$ cat config.mk
export PLATFORM = sky130hd
export DESIGN_NAME = alu_sch
export DESIGN_NICKNAME = d
export VERILOG_FILES = /design/src/rtl/alu_pkg.sv /design/src/rtl/full_adder.sv /design/src/rtl/alu_sch.sv
export SDC_FILE = /design/constraint.sdc
export NUM_CORES = 1
export LEC_CHECK = 0
export ABC_AREA = 1
export CAP_MARGIN = 0
export CORE_UTILIZATION = 38
export CTS_BUF_LIST = sky130_fd_sc_hd__clkbuf_8
export CTS_CLUSTER_SIZE = 30
export DETAILED_ROUTE_END_ITERATION = 8
export MAX_ROUTING_LAYER = met4
export PLACE_DENSITY = 0.77
export SETUP_SLACK_MARGIN = 0.1
export SKIP_LAST_GASP = 1
export SLEW_MARGIN = 20
export SYNTH_ARGS = -nofsm -noshare
export SYNTH_HDL_FRONTEND = slang
export SYNTH_HIERARCHICAL = 1
export SYNTH_SLANG_ARGS = --single-unit
$ cat constraint.sdc
create_clock -name CLK -period 0.96 [get_ports CLK]
set_input_delay 0.144 -clock CLK [delete_from_list [all_inputs] [get_ports CLK]]
set_output_delay 0.144 -clock CLK [all_outputs]
set_load 0.03 [all_outputs]
$ cat src/rtl/alu_pkg.sv
`default_nettype none
// ============================================================================
// Module      : alu_pkg
// Description : Shared width and operation-select constants for the ALU.
// Revision    : 1.0 - initial release
// ============================================================================
package alu_pkg;

    localparam int   ALU_W   = 8;
    localparam logic SEL_ADD = 1'b0;
    localparam logic SEL_SUB = 1'b1;

endpackage : alu_pkg
`default_nettype wire

$ cat src/rtl/full_adder.sv
`default_nettype none
// ============================================================================
// Module      : full_adder
// Description : One-bit full-adder cell; one link of the ripple-carry chain.
// Revision    : 1.0 - initial release
// ============================================================================
module full_adder (
    input  logic a,
    input  logic b,
    input  logic cin,
    output logic s,
    output logic cout
);

    assign s    = a ^ b ^ cin;
    assign cout = (a & b) | (a & cin) | (b & cin);

endmodule : full_adder
`default_nettype wire

$ cat src/rtl/alu_sch.sv
`default_nettype none
// ============================================================================
// Module      : alu_sch
// Description : Ripple-carry add/subtract ALU with registered result and carry.
// Revision    : 1.0 - initial release
// ============================================================================
module alu_sch
    import alu_pkg::*;
#(
    parameter int WIDTH = ALU_W
) (
    input  logic             CLK,
    input  logic             RST_N,
    input  logic [WIDTH-1:0] X,
    input  logic [WIDTH-1:0] Y,
    input  logic             SEL,
    output logic [WIDTH-1:0] DATA_OUT,
    output logic             Cnext
);

    logic [WIDTH-1:0] w_b;
    logic [WIDTH-1:0] w_sum;
    logic [WIDTH:0]   w_c;
    logic [WIDTH-1:0] r_data;
    logic             r_carry;

    // Subtract is X + ~Y + 1: invert B and feed the +1 through the carry-in.
    assign w_b    = Y ^ {WIDTH{SEL}};
    assign w_c[0] = (SEL == SEL_SUB);

    generate
        for (genvar gi = 0; gi < WIDTH; gi++) begin : g_bit
            full_adder u_fa (
                .a    (X[gi]),
                .b    (w_b[gi]),
                .cin  (w_c[gi]),
                .s    (w_sum[gi]),
                .cout (w_c[gi+1])
            );
        end
    endgenerate

    always_ff @(posedge CLK or negedge RST_N) begin
        if (!RST_N) begin
            r_data  <= '0;
            r_carry <= 1'b0;
        end else begin
            r_data  <= w_sum;
            r_carry <= w_c[WIDTH];
        end
    end

    assign DATA_OUT = r_data;
    assign Cnext    = r_carry;

endmodule : alu_sch
`default_nettype wire

* Yosys cells after proc, flatten, opt, wreduce, memory -nomap -nowiden *
Index checks and enable logic that the tools add are counted.

operators by class
  bitwise operators = 57

operators by type and width
  kind           count
  $and A1 B1 Y1  24
  $or A1 B1 Y1   16
  $xor A1 B1 Y1  16
  $xor A8 B8 Y8  1

word-level totals
  input bits = 19
  output and inout port bits = 9
  register bits after elaboration = 9
  word-level logic and storage cells = 59

* Depth between registers and ports, before layout *
  depth in word-level cells = 25
  gate-level depth with buffers = 12
  mapped depth without buffers = 11

* By module *
The synthesis kept the hierarchy.

modules (own cells, without submodules)
  module      area each (µm²)  cells an instance  instances  sequential area each (µm²)
  alu_sch     360.3            43                 1          225.2
  full_adder  20.0             1                  8          0.0

* Worst setup path after synthesis *
No wires, ideal clock.

  kind = in2reg
  start = input port SEL
  end = register r_data[7], in the netlist DATA_OUT[7]
  arrival time = 3.509 ns
  library setup time = 0.136 ns
  setup slack = -2.685 ns
  buffers on the path = 1
  stages on the path = 12
  required time = 0.824 ns
  path through = buf_6 > inv_2 > nand2_1 > nand2_1 > fa_1 > fa_1 > fa_1 > fa_1 > fa_1 > fa_1 > fa_1 > fa_1

on the way
  longest elaborated chain between the ends = 23

RTL lines
  element               RTL line          source
  start, declared       alu_sch.sv:16     input logic SEL,
  $xor A8 B8 Y8 *       alu_sch.sv:28     assign w_b = Y ^ {WIDTH{SEL}};
  named net w_b[0]      alu_sch.sv:21     logic [WIDTH-1:0] w_b;
  $and A1 B1 Y1         full_adder.sv:16  assign cout = (a & b) | (a & cin) | (b & cin);
  $or A1 B1 Y1          full_adder.sv:16
  $or A1 B1 Y1 *        full_adder.sv:16
  named net w_c[1]      alu_sch.sv:23     logic [WIDTH:0] w_c;
  $and A1 B1 Y1         full_adder.sv:16
  $or A1 B1 Y1          full_adder.sv:16
  [1 not listed]        n/a
  named net w_c[2]      alu_sch.sv:23
  [3 not listed]        n/a
  named net w_c[3]      alu_sch.sv:23
  [3 not listed]        n/a
  named net w_c[4]      alu_sch.sv:23
  [3 not listed]        n/a
  named net w_c[5]      alu_sch.sv:23
  [2 not listed]        n/a
  $or A1 B1 Y1 *        full_adder.sv:16
  named net w_c[6]      alu_sch.sv:23
  $and A1 B1 Y1         full_adder.sv:16
  $or A1 B1 Y1          full_adder.sv:16
  $or A1 B1 Y1 *        full_adder.sv:16
  named net w_c[7]      alu_sch.sv:23
  $xor A1 B1 Y1 *       full_adder.sv:15  assign s = a ^ b ^ cin;
  named net w_sum[7]    alu_sch.sv:22     logic [WIDTH-1:0] w_sum;
  end signal, assigned  alu_sch.sv:48     r_data <= w_sum;
  end, declared         alu_sch.sv:24     logic [WIDTH-1:0] r_data;

Mark *: on every way through the listed nets, which the timed path passes. The rest lies on a longest branch.

* Worst setup path in the final report *
Ends and elaborated chain as after synthesis.

==> reports/summary.md <==
The tools report the via count of the first global-routing pass as 396. The critical path goes through buf_12 > inv_8 > nand2_4 > nand2_2 > fa_2 > fa_2 > fa_2 > fa_2 > fa_2 > fa_2 > fa_2 > fa_1. The tools report the required time of the critical path as 1.06 ns.

For this run, the leading register cell type out of synthesis is sky130_fd_sc_hd__dfrtp_1. The mapped netlist covers 520 um2. The number of hold violations in the final report was 0. Synthesis handed over a netlist of 51 instances. The post-route antenna net violation count was 0. The post-route minimum period came out at 3.16 ns.

The final reports fail on setup timing. Counting the buffers created by CTS gives 3. Of the post-synthesis cell area, the dominant cell type holds 43.3%. The post-route netlist has 37.6% of its cells at a drive strength greater than 1. The tools report the worst setup slack before clock tree synthesis as -3.03 ns.

The start point of the critical path was SEL. For the aggregate global routing overflow, the log shows 0. STA classifies the critical path startpoint as an input pin. Counting distinct cell types in the post-synthesis netlist gives 6. Across the VDD grid, the largest voltage drop is 0.000886 V. The slew at the pin closest to its max-slew limit came out at 0.379 ns. 28 I/O pins were placed.

The min-delay analysis places its worst path in the category in2async. Largest stage delay on the critical path: 0.43 ns. The tightest hold path in the finished design has a slack of 0.200 ns.

Measured on the finished design, the core utilization comes to 79.4%. Number of DRC markers in iteration 0: 1. The largest total area in the synthesized netlist belongs to sky130_fd_sc_hd__dfrtp_1.

Pin count of the biggest net entering global routing: 10. The average wire per cell in the routed design is 10.4 um. Measured along the y axis, the die boundary spans 39.0 um. From left edge to right edge, the die measures 39.0 um.

The die covers 0.00152 mm2. Routed via count: 413. Setup repair after global routing could not meet its margin everywhere. The worst slew margin relative to its limit is 74.6%. The number of placement rows was 12; the register bit total from synthesis was 9. After filler insertion, the fill cell instance count of the layout stands at 78. Max-cap violations in this run came to 0. The analysis attributes to cell leakage a power of 0.000469 uW. The largest individual stage delay along the critical path comes from the cell sky130_fd_sc_hd__fa_1.

Counting flops with an async set or reset pin after synthesis yields a share of 100%. Category of the worst setup path capture point: a register. The run gives 0.316 GHz as the achievable frequency. Dividing the final minimum period by the clock period gives 330%. Ranked by total cell area, the synthesized netlist is headed by sky130_fd_sc_hd__dfrtp_1, sky130_fd_sc_hd__fa_1, sky130_fd_sc_hd__nand2_1. Along the worst path, the maximum fanout reaches 4. In this run the clock root is driven by a sky130_fd_sc_hd__clkbuf_8. For this run, design rule violations remaining after detail routing come to 0. The final setup TNS is -10.42 ns, and the final net count is 113. Wires add up to 1030 um. Sequential elements use 43.3% of the synthesized area. The Yosys step of the flow raised 6 warnings. The per-instance average area after synthesis came out at 10.2 um2. Number of enable flip-flop cells after synthesis: 0. After floorplanning, the core was sized to cover 0.00119 mm2. Yosys instantiated no cell more often than sky130_fd_sc_hd__nand2_1. The placed wire-length estimate after detailed placement came out at 793 um. The flow ran to the end, but the final reports show violations. STA puts the critical path data arrival time at 3.27 ns. By startpoint and endpoint, the worst setup path is classified as in2reg. The number of diodes is 0, and the post-detailed-route via-to-cell ratio is 4.17. By count the netlist is led by sky130_fd_sc_hd__nand2_1, sky130_fd_sc_hd__dfrtp_1, sky130_fd_sc_hd__fa_1, sky130_fd_sc_hd__inv_1. By instance count, the cell type seen most on the critical path is sky130_fd_sc_hd__fa_2. The initial standard-cell utilization of the core is 43.9%, and the total number of clock tree sinks is 9.

The areal power density over the cells came out at 1650 mW/mm2. Global routing consumed, over all layers together, 17.4% of the routing resources. When the netlist entered floorplanning its net count stood at 78. The global-route wire length before repair was 1650 um. Compared with the post-synthesis result, the final layout area differs by 81.0%.

The logs give 8 for the number of setup violations in the final report and 2 for the largest buffer count on any clock path. TritonCTS built the clock tree. The clock-pin slew of the registers on the worst-case setup and hold paths is 0.05 ns. The maximum level of the CTS H-tree was 1.

At the end of routability-driven placement, the weighted congestion stood at 0.757. The max-slew violation total from the final report was 0. The number of antenna violations at the first check in global routing is 0, and the final worst setup slack is -2.20 ns. The total of buffers placed on input and output ports is 27, and the total iterations of the first detailed-routing run is 2.
## power breakdown
| part | internal, uW | switching [uW] | total [uW] |
|---|---|---|---|
| Combinational | 306 | 321 | 627 |
| Clock | 282 | 145 | 427 |
| Sequential | 465 | 36.7 | 502 |
## worst paths after layout
kind,endpoint,slack [ns],cells after the start
setup / recovery,DATA_OUT[7]$_DFF_PN0_,-2.20,12
hold / removal,DATA_OUT[6]$_DFF_PN0_,0.20,1
max in group asynchronous,DATA_OUT[1]$_DFF_PN0_,0.49,1
min in group CLK,DATA_OUT[0]$_DFF_PN0_,0.24,2
## routing by layer
layer,wire length (um),track usage [%]
met1,475,23.0
met3,50,5.20
met2,490,24.6
met4,12,7.76
met5,0,-
## metrics by stage
stage,area [um2],total power (uW),instances
after floorplan,562,797,51
after global placement,830,1040,94
after detailed placement,830,1050,94
after CTS,920,1560,99
after global routing,942,1660,99
final,942,1560,99
## critical path: cells and delay by family
family | cells | cell delay [ns]
fa+ha+maj | 8 | 2.89
buf+inv | 2 | 0.13
simple gates | 2 | 0.10
## cells in the final DEF (no fill, tap or decap), types with 2 or more instances in the layout
cell	Yosys	layout
sky130_fd_sc_hd__nand2_1	24	21
sky130_fd_sc_hd__nand2_4	0	2
sky130_fd_sc_hd__fa_2	0	7
sky130_fd_sc_hd__inv_1	8	7
sky130_fd_sc_hd__clkdlybuf4s50_1	0	14
sky130_fd_sc_hd__buf_4	0	3
sky130_fd_sc_hd__clkbuf_8	0	3
sky130_fd_sc_hd__dfrtp_1	9	9
sky130_fd_sc_hd__buf_6	1	10
## cell type report
| cell class | count | area (um2) | share of cell area, % |
|---|---|---|---|
| repair buffers | 31 | 324 | 34.4 |
| multi-input cells | 32 | 285 | 30.3 |
| flip-flops and latches | 9 | 225 | 23.9 |
| inverters | 9 | 43.8 | 4.65 |
| clock buffers | 3 | 41.3 | 4.38 |
| well taps | 14 | 17.5 | 1.86 |
| clock inverters | 1 | 5.00 | 0.531 |
## registers in the layout (all words and copies together) (netlist names)
signal    cells
Cnext         1
DATA_OUT      8
## logic make-up (layout without fill, tap and decap cells)
group / Yosys count / in the layout / synth area share (%)
buf+inv: 10 / 44 / 8.65
flops: 9 / 9 / 43.3
simple gates: 24 / 24 / 17.3
fa+ha+maj: 8 / 8 / 30.8
## timing repair
item	in CTS	in global routing
pin swaps	9	10
setup endpoints to repair	18	17
resized for setup	29	5
hold buffers	0	0
gates cloned	0	0
setup buffers	1	0
(Power assumes the default switching activity.)
